**src/rtl/data_ram_pkg.sv**
```systemverilog
// Shared types and helpers for the synchronous data RAM: FSM state enum,
// byte-lane merge and byte-offset width calculation.
package data_ram_pkg;

  typedef enum logic {
    CLEAR = 1'b0,
    READY = 1'b1
  } ram_state_t;

  // Widest word byte_merge handles; callers zero-extend and truncate.
  localparam int MAX_DW = 256;
  localparam int MAX_BE = MAX_DW / 8;

  function automatic int calc_byte_lsb(input int data_width);
    return $clog2(data_width / 8);
  endfunction

  function automatic logic [MAX_DW-1:0] byte_merge(
    input logic [MAX_DW-1:0] old_w,
    input logic [MAX_DW-1:0] new_w,
    input logic [MAX_BE-1:0] be
  );
    logic [MAX_DW-1:0] res;
    for (int i = 0; i < MAX_BE; i++) begin
      res[8*i +: 8] = be[i] ? new_w[8*i +: 8] : old_w[8*i +: 8];
    end
    return res;
  endfunction

endpackage

```
**src/rtl/data_ram_clear_ctrl.sv**
```systemverilog
// Post-reset clear sequencer: walks clr_idx over every word while holding
// off the CPU with waitrequest, then parks in READY until the next reset.
module data_ram_clear_ctrl
  import data_ram_pkg::*;
#(
  parameter int DEPTH = 64,
  parameter int IDX_W = 6
) (
  input  logic             clk,
  input  logic             rst_n,
  output logic             clr_we,
  output logic [IDX_W-1:0] clr_idx,
  output logic             waitrequest
);

  ram_state_t       state_q, state_d;
  logic [IDX_W-1:0] clr_idx_q, clr_idx_d;

  always_ff @(posedge clk or negedge rst_n) begin
    if (!rst_n) begin
      state_q   <= CLEAR;
      clr_idx_q <= '0;
    end else begin
      state_q   <= state_d;
      clr_idx_q <= clr_idx_d;
    end
  end

  // NOTE: every output of a combinational block gets a default first, so no path leaves it unassigned and no latch is inferred.
  always_comb begin
    state_d   = state_q;
    clr_idx_d = clr_idx_q;
    case (state_q)
      CLEAR: begin
        clr_idx_d = clr_idx_q + 1'b1;
        if (clr_idx_q == IDX_W'(DEPTH - 1)) begin
          state_d   = READY;
          clr_idx_d = '0;
        end
      end
      READY:   state_d = READY;
      default: state_d = CLEAR;
    endcase
  end

  always_comb begin
    clr_we      = (state_q == CLEAR);
    waitrequest = (state_q == CLEAR);
  end

  assign clr_idx = clr_idx_q;

endmodule

```
**src/rtl/data_ram_sync.sv**
```systemverilog
// Byte-addressed, byte-enabled data RAM with registered read, hardware
// clear after reset and bad-access flagging. DATA_RAM_FWD_EN enables
// write-to-read forwarding on same-index collisions.
module data_ram_sync
  import data_ram_pkg::*;
#(
  parameter int DATA_WIDTH = 32,
  parameter int DEPTH      = 64,
  parameter int ADDR_WIDTH = 32
) (
  input  logic                    clk,
  input  logic                    rst_n,
  input  logic [ADDR_WIDTH-1:0]   address,
  input  logic [DATA_WIDTH-1:0]   writedata,
  input  logic [DATA_WIDTH/8-1:0] byteenable,
  input  logic                    write_en,
  input  logic                    read_en,
  output logic [DATA_WIDTH-1:0]   readdata,
  output logic                    readvalid,
  output logic                    waitrequest,
  output logic                    error
);

  localparam int BE_W     = DATA_WIDTH / 8;
  localparam int BYTE_LSB = calc_byte_lsb(DATA_WIDTH);
  localparam int IDX_W    = $clog2(DEPTH);
  localparam int IDX_HI   = BYTE_LSB + IDX_W;

  logic             clr_we;
  logic [IDX_W-1:0] clr_idx;

  data_ram_clear_ctrl #(
    .DEPTH (DEPTH),
    .IDX_W (IDX_W)
  ) u_clear_ctrl (
    .clk         (clk),
    .rst_n       (rst_n),
    .clr_we      (clr_we),
    .clr_idx     (clr_idx),
    .waitrequest (waitrequest)
  );

  logic [IDX_W-1:0] cpu_idx;
  logic             misaligned, out_of_range, bad;
  logic             rd_accept, wr_accept, cpu_wr_good;

  assign cpu_idx = address[IDX_HI-1:BYTE_LSB];

  if (BYTE_LSB > 0) begin : g_misaligned
    assign misaligned = |address[BYTE_LSB-1:0];
  end else begin : g_no_misaligned
    assign misaligned = 1'b0;
  end

  if (ADDR_WIDTH > IDX_HI) begin : g_range
    assign out_of_range = |address[ADDR_WIDTH-1:IDX_HI];
  end else begin : g_no_range
    assign out_of_range = 1'b0;
  end

  assign bad         = misaligned | out_of_range;
  assign rd_accept   = !waitrequest && read_en;
  assign wr_accept   = !waitrequest && write_en;
  assign cpu_wr_good = wr_accept && !bad;

  // Single write port shared by the clear sequencer and the CPU.
  logic                  wr_en;
  logic [IDX_W-1:0]      wr_idx;
  logic [BE_W-1:0]       wr_be;
  logic [DATA_WIDTH-1:0] wr_data;

  always_comb begin
    wr_en   = cpu_wr_good;
    wr_idx  = cpu_idx;
    wr_be   = byteenable;
    wr_data = writedata;
    if (clr_we) begin
      wr_en   = 1'b1;
      wr_idx  = clr_idx;
      wr_be   = '1;
      wr_data = '0;
    end
  end

  logic [DATA_WIDTH-1:0] mem_q [DEPTH];

  // NOTE: the array has no reset; the clear sequence zeroes it, which keeps it mappable onto block RAM.
  always_ff @(posedge clk) begin
    if (wr_en) begin
      for (int i = 0; i < BE_W; i++) begin
        if (wr_be[i]) mem_q[wr_idx][8*i +: 8] <= wr_data[8*i +: 8];
      end
    end
  end

  logic [DATA_WIDTH-1:0] rd_word;

  always_comb begin
    rd_word = mem_q[cpu_idx];
`ifdef DATA_RAM_FWD_EN
    if (cpu_wr_good) begin
      rd_word = DATA_WIDTH'(byte_merge(MAX_DW'(mem_q[cpu_idx]), MAX_DW'(writedata),
                                       MAX_BE'(byteenable)));
    end
`endif
  end

  logic [DATA_WIDTH-1:0] readdata_q, readdata_d;
  logic                  readvalid_q, readvalid_d;
  logic                  error_q, error_d;

  always_comb begin
    readdata_d  = readdata_q;
    readvalid_d = rd_accept;
    error_d     = (rd_accept || wr_accept) && bad;
    if (rd_accept) readdata_d = bad ? '0 : rd_word;
  end

  // NOTE: sequential state uses non-blocking assignments so every flop samples pre-edge values.
  always_ff @(posedge clk or negedge rst_n) begin
    if (!rst_n) begin
      readdata_q  <= '0;
      readvalid_q <= 1'b0;
      error_q     <= 1'b0;
    end else begin
      readdata_q  <= readdata_d;
      readvalid_q <= readvalid_d;
      error_q     <= error_d;
    end
  end

  assign readdata  = readdata_q;
  assign readvalid = readvalid_q;
  assign error     = error_q;

endmodule

```
**config.mk**
```make
export PLATFORM = sky130hd
export DESIGN_NAME = data_ram_sync
export DESIGN_NICKNAME = d
export VERILOG_FILES = /design/src/rtl/data_ram_pkg.sv /design/src/rtl/data_ram_clear_ctrl.sv /design/src/rtl/data_ram_sync.sv
export SDC_FILE = /design/constraint.sdc
export NUM_CORES = 2
export LEC_CHECK = 0
export ABC_CLOCK_PERIOD_IN_PS = 3200
export CAP_MARGIN = 15
export CORE_MARGIN = 5
export CORE_UTILIZATION = 65
export CTS_BUF_LIST = sky130_fd_sc_hd__clkbuf_8
export DETAILED_ROUTE_END_ITERATION = 12
export PLACE_DENSITY = 0.83
export SETUP_SLACK_MARGIN = 0.3
export SYNTH_ARGS = -nofsm -noshare
export SYNTH_HDL_FRONTEND = slang
export SYNTH_SLANG_ARGS = --single-unit
```
**constraint.sdc**
```tcl
create_clock -name clk -period 3.2 [get_ports clk]
set_input_delay 0.96 -clock clk [delete_from_list [all_inputs] [get_ports clk]]
set_output_delay 0.96 -clock clk [all_outputs]
set_load 0.02 [all_outputs]
```
==> metrics.yaml <==
synthesis:
  ys.flop_type: "edfxtp_1"
  ys_seq_elements: 2089
  ys_warn_count: 0
  syn_avg_cell_area_sq_um: 19.96
  synth_edf_count: 2048
  ys_types: 47
  ys_seq_area_frac: 0.7719
  synthCells: 4058
  syn_nets: 4131
  syn_area_sq_mm: 0.08100
  async_reset_ff_frac: 0.01963
cells_and_area:
  fin_util: 0.7834
  final_cells: 6751
  drive_above_1_share: 0.3674
  design_area_sq_mm: 0.09699
  final_common_cell: "edfxtp_1"
  fin_nets: 4944
  n_fill_cell: 5489
  area_delta_synth_final_pct: 19.74
  mostFrequentLayoutCells: "2048 x edfxtp_1, 425 x buf_4, 377 x mux4_2"
clock_network:
  path_clk_slew_ps: 70
  clk_latency_ps: 1070
  cts_max_path_buffers: 4
  cts_made_buffers: 332
  cts_tree: "built"
  h-tree-depth: 5
  cts.sinks: 2089
  cts_root_buf: "clkbuf_8"
global_route:
  grt_max_degree: 65
  grt-ovfl-total: 0
  grt_pass1_wl_um: 334400
  grt_pass1_vias: 48220
  grtUsageTotal: 0.3574
  antenna_found_initial: 8
worst_setup_path:
  path_class: "input port to register"
  worstPathArrival_ps: 3850
  path_cells: "clkdlybuf4s50_1 > buf_4 > nand2_2 > buf_4 > o22ai_1 > nor3_1 > o41ai_2 > o211ai_1"
  start_kind: "input port"
  end_kind: "register"
  cpMostUsedCell: "buf_4"
  r2r_start: "u_clear_ctrl.state_q$_DFF_PN0_"
  worstPathRequired_ps: 4070
  reg2reg_slack_ps: 350
  regToRegEndpoint: "mem_q[39][0]$_DFFE_PP_"
  worst-path-max-fanout: 19
  crit_slowest_cell: "o41ai_2"
  reg2regPathDepth: 7
  slowest_delay_ps: 760
sta:
  fmax_mhz: 335.3
  finalWorstSetupSlack_ps: 217.5
  finalCritPeriodShare: 0.9320
  drv_slew: 0
  hold_violations: 0
  finalSetupViolCount: 0
  slew_headroom: 0.3002
  fin_worst_skew_ps: 83.31
  period_needed_ps: 2982
  tightest_slew_ps: 1049
  rsz0062_at_grt: "no"
  hold_slack_ps: 409.5
die:
  dieArea_sq_mm: 0.1318
  coreArea_sq_mm: 0.1238
  initial_core_util: 0.6543
  fp.dieH_um: 363.0
  die_w_um: 363.0
  fp-row-count: 129
  io_pins: 107
drt:
  wl_per_cell_um: 34.42
  vias: 47160
  wirelength_um: 232400
  drcViolationCount: 0
  drt_iter0_markers: 8634
  firstDrtPassIters: 8
  viasPerCell: 6.986
  antenna_left: 0
power_and_ir_drop:
  p_per_area_mw_per_mm2: 536.2
  p_leak_nw: 27.62
  ir_worst_vdd_mv: 0.5410
place:
  place_ws_ps: -806.5
  place_hpwl_um: 150100
  gp_congestion: 0.9747
  placed_area_sq_mm: 0.09109
  numPortBuffers: 106
  dp_cells: 6170
run:
  max-cap-violations: 0
outcome:
  status: "completed"
min_path:
  hold_class: "input port to async pin"
## cells in the mapped netlist, types with 4 or more instances
library cell | count | share of area
buf_4 | 19 | 0.0018
buf_1 | 12 | 0.00056
dfrtp_1 | 41 | 0.013
o31ai_1 | 10 | 0.00093
mux2_2 | 213 | 0.030
nor3_1 | 18 | 0.0011
nor4_1 | 6 | 0.00046
nand4_1 | 25 | 0.0019
a211oi_1 | 16 | 0.0015
edfxtp_1 | 2048 | 0.76
a22o_1 | 40 | 0.0043
nor2b_1 | 23 | 0.0018
o41ai_1 | 8 | 0.00087
a2111oi_0 | 16 | 0.0017
o22ai_1 | 32 | 0.0025
buf_2 | 87 | 0.0054
nor2_1 | 281 | 0.013
mux4_2 | 377 | 0.10
a22oi_1 | 125 | 0.012
o21ai_1 | 11 | 0.00068
clkbuf_1 | 122 | 0.0057
a221oi_1 | 71 | 0.0077
mux2i_1 | 53 | 0.0065
and2_1 | 36 | 0.0028
buf_6 | 4 | 0.00056
o211ai_1 | 8 | 0.00074
a31oi_1 | 6 | 0.00046
o21ai_0 | 17 | 0.0011
nand3_1 | 101 | 0.0062
nand2b_1 | 6 | 0.00046
nand2_1 | 204 | 0.0095
## report_power, final
group	switching (mW)	leakage (nW)	internal [mW]	total, mW
combinational	0.969	9.43	0.712	1.68
sequential	0	14.8	29.6	29.6
clock	10.3	3.37	10.5	20.8
## worst max-delay path, delay by kind of cell
kind / cells / cell delay [ps]
buffers and inverters: 3 / 1300
AND/OR/NAND/NOR: 2 / 500
AO/OA/AOI/OAI: 3 / 1060
## cell type report
class,count,area [sq um],share of cell area
Tap cell,1637,2048,0.02112
Clock buffer,352,4845,0.04995
Multi-Input combinational cell,1722,18460,0.1904
Antenna cell,5,12.51,0.0001290
Timing Repair Buffer,723,8051,0.08302
Clock inverter,220,1020,0.01051
Sequential cell,2089,62530,0.6448
Inverter,3,16.27,0.0001677
## sequential cells by signal, indices dropped and copies added, names as in the netlist
register and count:
mem_q 2048, readdata 32, u_clear_ctrl.clr_idx 6, error 1, readvalid 1, u_clear_ctrl.state_q 1
## layer usage
layer | routed length [um] | global-route usage
met1 | 74120 | 0.4630
met5 | 77 | 0
met4 | 18300 | 0.2255
met2 | 105000 | 0.5314
met3 | 34860 | 0.1205
## repair_timing
action	in CTS	in global routing
setup endpoints to repair	37	19
hold endpoints to repair	6	0
gates cloned	0	0
hold buffers	1	0
resized for setup	51	6
setup buffers	0	2
## logic make-up (layout without fill, tap and decap cells)
group	count (synthesis)	in the layout	synth area share
flip-flops	2089	2089	0.7719
XOR/XNOR	2	2	0.0002163
buffers and inverters	247	1298	0.01404
multiplexers	643	643	0.1410
AO/OA/AOI/OAI	366	366	0.03455
AND/OR/NAND/NOR	710	710	0.03814
adder cells (fa/ha/maj)	1	1	0.0001544
other	0	5	0
## worst max-delay path by stage
stage | startpoint | to | cells after the start
detailed placement | address[5] | readdata[23]$_DFFE_PN0P_ | 8
global placement | address[5] | readdata[23]$_DFFE_PN0P_ | 8
finish | address[5] | readdata[23]$_DFFE_PN0P_ | 8
CTS | u_clear_ctrl.state_q$_DFF_PN0_ | waitrequest | 2
global route | u_clear_ctrl.state_q$_DFF_PN0_ | waitrequest | 2
floorplan | address[4] | mem_q[55][0]$_DFFE_PP_ | 8
## stage by stage
stage               setup TNS (ps)  power (mW)
CTS                              0       52.03
global placement           -484330       31.72
detailed placement         -582410       31.76
global route                     0       53.55
floorplan                        0       31.02
finish                           0       52.00
Power figures use the tool's default switching activity.
